File: src/rtl/down_counter.sv
// Loadable down-counter/timer with one-shot and periodic modes, state updates on the falling clock edge.
// Periodic reload at terminal count is compiled in only when DOWN_COUNTER_AUTO_RELOAD_EN is defined.
module down_counter #(
    parameter int WIDTH = 4
) (
    input  logic             clk,
    input  logic             reset,
    input  logic             load,
    input  logic [WIDTH-1:0] load_val,
    input  logic             start,
    input  logic             en,
    input  logic             auto_reload,
    output logic [WIDTH-1:0] q,
    output logic             busy,
    output logic             done,
    output logic             tc
);

    typedef enum logic [1:0] {
        IDLE = 2'd0,
        RUN  = 2'd1,
        DONE = 2'd2
    } state_t;

    localparam logic [WIDTH-1:0] ONE  = WIDTH'(1);
    localparam logic [WIDTH-1:0] ZERO = '0;

    state_t           state_q, state_d;
    logic [WIDTH-1:0] cnt_q, cnt_d;
    logic [WIDTH-1:0] reload_q, reload_d;
    logic             tc_q, tc_d;
    logic             periodic;

`ifdef DOWN_COUNTER_AUTO_RELOAD_EN
    assign periodic = auto_reload;
`else
    logic unused_auto_reload;
    assign unused_auto_reload = auto_reload;
    assign periodic           = 1'b0;
`endif

    always_ff @(negedge clk or negedge reset) begin
        if (!reset) begin
            state_q  <= IDLE;
            cnt_q    <= ZERO;
            reload_q <= ZERO;
            tc_q     <= 1'b0;
        end else begin
            state_q  <= state_d;
            cnt_q    <= cnt_d;
            reload_q <= reload_d;
            tc_q     <= tc_d;
        end
    end

    // Priority: load, then start (not while running), then counting.
    always_comb begin
        state_d  = state_q;
        cnt_d    = cnt_q;
        reload_d = reload_q;
        tc_d     = 1'b0;
        if (load) begin
            reload_d = load_val;
            cnt_d    = load_val;
            state_d  = (start && (load_val != ZERO)) ? RUN : IDLE;
        end else if (start && (state_q == IDLE)) begin
            state_d = (cnt_q != ZERO) ? RUN : DONE;
        end else if (start && (state_q == DONE)) begin
            cnt_d   = reload_q;
            state_d = (reload_q != ZERO) ? RUN : DONE;
        end else if ((state_q == RUN) && en) begin
            if (cnt_q > ONE) begin
                cnt_d = cnt_q - ONE;
            end else if (cnt_q == ONE) begin
                // Intercept at 1 so the counter never underflows and periodic mode skips 0.
                tc_d = 1'b1;
                if (periodic && (reload_q != ZERO)) begin
                    cnt_d = reload_q;
                end else begin
                    cnt_d   = ZERO;
                    state_d = DONE;
                end
            end else begin
                state_d = DONE;
            end
        end
    end

    assign q    = cnt_q;
    assign busy = (state_q == RUN);
    assign done = (state_q == DONE);
    assign tc   = tc_q;

endmodule

File: config.mk
export PLATFORM = sky130hd
export DESIGN_NAME = down_counter
export DESIGN_NICKNAME = d
export VERILOG_FILES = /design/src/rtl/down_counter.sv
export SDC_FILE = /design/constraint.sdc
export NUM_CORES = 1
export LEC_CHECK = 0
export CAP_MARGIN = 15
export CELL_PAD_IN_SITES_DETAIL_PLACEMENT = 1
export CELL_PAD_IN_SITES_GLOBAL_PLACEMENT = 2
export CORE_UTILIZATION = 30
export CTS_CLUSTER_DIAMETER = 30
export DETAILED_ROUTE_END_ITERATION = 16
export PLACE_DENSITY_LB_ADDON = 0.1
export SETUP_SLACK_MARGIN = 0.3
export SYNTH_ARGS = -nofsm -noshare
export SYNTH_HDL_FRONTEND = slang
export SYNTH_SLANG_ARGS = --single-unit
File: constraint.sdc
create_clock -name clk -period 5.4 [get_ports clk]
set_input_delay 1.62 -clock clk [delete_from_list [all_inputs] [get_ports clk]]
set_output_delay 1.62 -clock clk [all_outputs]
set_load 0.01 [all_outputs]
# Word-level counts from Yosys, hierarchy flattened

Index checks and enable logic that the tools add are counted.

Register bits: 11
Bits of input ports: 10
Output and inout port bits: 7
Logic and storage cells: 44

Add/subtract/negate cells: 1
$lt $le $gt $ge: 1
Eq/ne operators: 5
Multiplexer cells: 20
Reduce and logical (&&, ||, !) cells: 13

Operators by type and width:

| kind                | count |
|---|---|
| $mux 4              | 6 |
| $reduce_bool 4->1   | 5 |
| $mux 2              | 7 |
| $mux 1              | 7 |
| $eq 4x1->1 const B  | 1 |
| $gt 4x1->1 const B  | 1 |
| $logic_and 1x1->1   | 4 |
| $ne 4x4->1 const B  | 1 |
| $sub 4x1->4 const B | 1 |
| $reduce_and 3->1    | 1 |
| $reduce_bool 3->1   | 1 |
| $eq 2x1->1 const B  | 1 |
| $eq 2x2->1 const B  | 1 |
| $logic_not 2->1     | 1 |
| $ne 2x2->1 const B  | 1 |
| $reduce_and 2->1    | 1 |

# Longest topological paths before layout

Gate-level depths: netlist of the first run.

Word-level depth: 7
Gate-level depth with buffers: 6
Mapped depth without buffers: 6

==> results of run 1 <==
where the power goes:
group | switching, mW | leakage [nW] | total (mW) | internal [mW]
Clock | 0.0308 | 0.0150 | 0.0595 | 0.0287
Sequential | 0.00885 | 0.133 | 0.106 | 0.0970
Combinational | 0.0781 | 0.443 | 0.175 | 0.0967
sequential cells by signal (all words and copies together) (netlist names):
name	flops
q	4
reload_q	4
state_q	2
tc	1
metal layers:
| metal | vias to the layer above | global-route usage | part of all wire | routed length (um) |
|---|---|---|---|---|
| met4 | 0 | 0.0882 | 0.011 | 24 |
| li1 | 364 | - | - | - |
| met5 | - | 0 | 0 | 0 |
| met3 | 3 | 0.0436 | 0.026 | 59 |
| met2 | 14 | 0.393 | 0.54 | 1220 |
| met1 | 353 | 0.236 | 0.42 | 944 |
cell usage in the layout (no fill, tap or decap), types with 2 or more instances in the layout:
master         synthesis  final
a22o_1                 2      2
buf_2                  1      5
buf_4                  0     34
buf_6                  0      7
clkbuf_4               0      3
dfrtn_1               11     11
dlygate4sd2_1          0      2
ha_1                   3      3
inv_1                  4      3
mux2_4                 0      2
nand2_1                4      3
nand3b_1               2      2
nor2_1                 5      4
nor2b_1                3      2
nor3_1                 2      2
o211ai_1               2      2
o21ai_1                0      2
o21ai_2                0      4
path summary, 6_finish.rpt:
check | start | end | slack [ns] | cells after the start
worst max-delay path | state_q[1] | done | 0.06 | 2
worst min-delay path | reload_q[1] | reload_q[1] | 0.52 | 1
worst max register to register | q[1] | state_q[0] | 3.27 | 9
worst min register to register | reload_q[1] | reload_q[1] | 0.52 | 1
max in group asynchronous | reset | reload_q[1] | 0.99 | 2
min in group asynchronous | reset | q[2] | 4.22 | 2
what timing repair did:
item / in CTS / in global routing
buffers inserted: 8 / 6
pin swaps: 9 / 7
setup endpoints to repair: 18 / 12
gates resized for setup: 59 / 13
stage by stage:
step | setup WS [ns] | hold WS [ns] | TNS [ns] | utilization
after CTS | 0.0440 | 0.492 | 0 | 0.539
after global routing | 0.00600 | 0.533 | 0 | 0.585
after detailed placement | -0.504 | 0.489 | -3.13 | 0.498
after floorplan | 0.183 | 0.454 | 0 | -
after global placement | -0.505 | 0.471 | -3.04 | 0.498
final | 0.0637 | 0.518 | 0 | 0.585
kinds of logic (layout without fill, tap and decap cells):
| logic type | after synthesis | count (layout) |
|---|---|---|
| AND/OR/NAND/NOR | 27 | 27 |
| buffers and inverters | 5 | 59 |
| adder cells (fa/ha/maj) | 3 | 3 |
| AO/OA/AOI/OAI | 20 | 20 |
| multiplexers | 3 | 3 |
| flip-flops | 11 | 11 |
cell type report:
class                      instances  area share
tap                               27      0.0283
clock buffer                       4      0.0220
sequential                        11       0.231
multi-input combinational         53       0.364
timing repair buffer              51       0.343
inverter                           4      0.0126
==> out/metrics.cfg, run 1 <==
[worst_hold_path]
min_path_type=reg2reg

[finish]
final_cell_count_no_fill=150
drive_gt1_frac=0.545
fill_cells=237
final-seq-area_um2=275
final_nets=137
antenna_cells=0
stdcell_area_um2=1190
area_delta_synth_final_pct=77.7
multi_input_area_um2=434

[place]
port_buffers=15
gp_congestion=0.734
hpwl_um=1510
dp_cells=132
dpl_cell_area_um2=1020

[logic_synthesis]
synth_compound_area_frac=0.214
synthMuxAreaShare=0.0503
syn_inst=69
synthTopCellsByArea=dfrtn_1 41%, ha_1 5.6%, o21ai_0 5.2%
synth_top_family_by_area=simple AND/OR/NAND/NOR gates
async_flop_share=1.00
yosysTopAreaCellShare=0.410
syn_avg_cell_area_um2=9.74
ys_warn_count=0
synth_cell_types=33
synthXorXnorAreaFrac=0
ys.flop_type=dfrtn_1
synth.largest_area_cell=dfrtn_1
ys_seq_area_frac=0.410
synth_edf_count=0
synth_most_common_cell=dfrtn_1
ys_top_cells_by_count=11 x dfrtn_1, 7 x o21ai_0, 5 x nor2_1, 4 x inv_1, 4 x nand2_1
synthAdderAreaFrac=0.0559
synthesis.nets=82
syn_area_um2=672
yosys.area_share.simple=0.240
ys_ff_latch=11

[detailed_routing]
ant_nets=0
drt-initial-drc-count=11
wl_um=2250
vias=734
viasPerCell=4.89
post-route-drc-count=0
drtPass1Iterations=4
wl_per_cell_um=15.0

[timing]
setup_viol=0
skew_ns=0.00434
hold_viol=0
tightest_slew_ns=0.427
grt_setup_unrepaired=yes
drv_slew=0
slew-limit-headroom=0.714

[floorplan]
chipWidth_um=49.3
coreArea_um2=2040
ios=17
row_count=16
die-height_um=49.3
dieArea_um2=2430
initial_core_util=0.329

[global_route]
grt_first_pass_wirelength_um=3820
gr-usage-all-layers=0.214
first_global_vias=793
grt_overflow=0
grt_antenna_before_repair=0
grt_start_max_net_pins=12

[cts]
cts_hold_buf=0
htreeDepth=1
cts_root_buf=clkbuf_4
clk_pin_slew_ns=0.05
cts_buffers=3
clk_latency_ns=0.28
clock_sinks=11
clk_path_buf_depth=2
cts_tree=done

[power_and_ir_drop]
ir_worst_vdd_mv=0.165
p_leak_nw=0.591
power_mw=0.340
power.density_nw_per_um2=285

[setup_path]
cp_slowest_stage_delay_ns=0.47
worst-setup-path-type=reg2out
crit_path_max_fanout=3
cp_top_family=flip-flops
start_kind=register
cp.arrival_ns=3.72
worst-path-buf-inv=1
worstPathCellList=nor2b_1 > buf_2
critPathSlowestCell=dfrtn_1
worstSetupEndpointType=output port
cp.required_ns=3.78

[run_status]
status=finished, final reports clean

[flow_run]
cap_violations=0

No activity file was read; power rests on OpenSTA's default activity.
==> run 2: changes to the inputs <==
Settings changed: CORE_ASPECT_RATIO set to 0.8, SLEW_MARGIN set to 20.
==> run 2 against run 1 <==
  * Final cell count did not move
  * Combinational power barely moved
  * Via count rose by 2.5%
  * Highest routed layer unchanged
==> out/metrics.cfg, run 2 (synthesized netlist as in run 1, its figures left out) <==
[setup_path]
regToRegSetupSlack_ns=3.15
cp_slowest_stage_delay_ns=0.45
start_kind=register
cp.arrival_ns=3.71
worst-path-buf-inv=2
critPathSlowestCell=dfrtn_1
cp_top_family=flip-flops
worstSetupEndpointType=output port
worstPathCellList=buf_6 > nor2b_1 > buf_2
worst-setup-path-type=reg2out
cp.required_ns=3.78
crit_path_max_fanout=3

[place]
dpl_cell_area_um2=998
port_buffers=15
gp_congestion=0.746
hpwl_um=1530

[cts]
clk_latency_ns=0.28
clk_pin_slew_ns=0.05
cts_root_buf=clkbuf_4
cts_hold_buf=0
clk_path_buf_depth=2
htreeDepth=1
cts_tree=done
cts_buffers=3
clock_sinks=11

[finish]
layout_commonest_cell=buf_4
antenna_cells=0
fin_util=0.605
stdcell_area_um2=1210
final_nets=140
final_cell_mix=36 x buf_4, 11 x dfrtn_1, 7 x buf_6
area_delta_synth_final_pct=79.7
drive_gt1_frac=0.548

[floorplan]
initial_core_util=0.336
dieArea_um2=2430
coreArea_um2=2000
die-height_um=44.3
chipWidth_um=54.9
row_count=14
ios=17

[timing]
setup_viol=0
slew-limit-headroom=0.654
tns_ns=0
grt_setup_unrepaired=yes
hold_viol=0
skew_ns=0.00482
drv_slew=0
tightest_slew_ns=0.517
hold_ws_ns=0.480

[power_and_ir_drop]
p_leak_nw=0.598
power_mw=0.340
power.density_nw_per_um2=281
ir_worst_vdd_mv=0.191

[global_route]
grt_start_max_net_pins=12
gr-usage-all-layers=0.231
grt_first_pass_wirelength_um=3810
grt_overflow=0
first_global_vias=794
grt_antenna_before_repair=0

[flow_run]
cap_violations=0

[run_status]
status=finished, final reports clean

[detailed_routing]
drtPass1Iterations=3
post-route-drc-count=0
wl_um=2460
ant_nets=0
vias=752
wl_per_cell_um=16.4
drt-initial-drc-count=8
viasPerCell=5.01

[worst_hold_path]
min_path_type=reg2reg

run 2: changes by cell type in the layout (fill, tap and decap cells not counted), sizes merged:
cell | previous run | this run
buf | 46 | 49
dlymetal6s2s | 1 | 0
clkdlybuf4s50 | 1 | 2
run 2: timing repair:
action | in CTS | in global routing
gates resized for setup | 62 | 10
cloned | 0 | 0
setup endpoints to repair | 18 | 13
pin swaps | 12 | 9
setup buffers | 14 | 5
hold endpoints to repair | 0 | 0
run 2: metal layers:
layer / GRT usage / vias to the layer above / wire, um
li1: - / 368 / -
met1: 0.276 / 370 / 1050
met2: 0.405 / 10 / 1290
met3: 0.0722 / 4 / 88
met4: 0.0450 / 0 / 34
met5: 0 / - / 0
run 2: per-stage QoR:
step	std cells	setup slack (ns)
finish	150	0.0733
global route	150	0.00959
CTS	145	0.0439
detailed placement	127	-0.518
global placement	127	-0.512
floorplan	69	0.183
run 2: final timing paths:
check                              end  cells past startpoint   startpoint
max                               done                      3   state_q[0]
min                        reload_q[1]                      1  reload_q[1]
max reg2reg                       q[1]                     10         q[1]
min reg2reg                reload_q[1]                      1  reload_q[1]
max in group asynchronous  reload_q[0]                      2        reset
min in group asynchronous           tc                      2        reset
run 2: area by class of cell:
type | count | area, um^2
tap | 24 | 30.0
timing repair buffer | 54 | 427
fill | 235 | 790
multi-input combinational | 53 | 434
inverter | 4 | 15.0
sequential | 11 | 275
clock buffer | 4 | 26.3
run 2: where the power goes:
| part | internal, mW | switching [mW] |
|---|---|---|
| logic | 0.0959 | 0.0800 |
| clock network | 0.0287 | 0.0291 |
| registers | 0.0971 | 0.00875 |
| total | 0.222 | 0.118 |
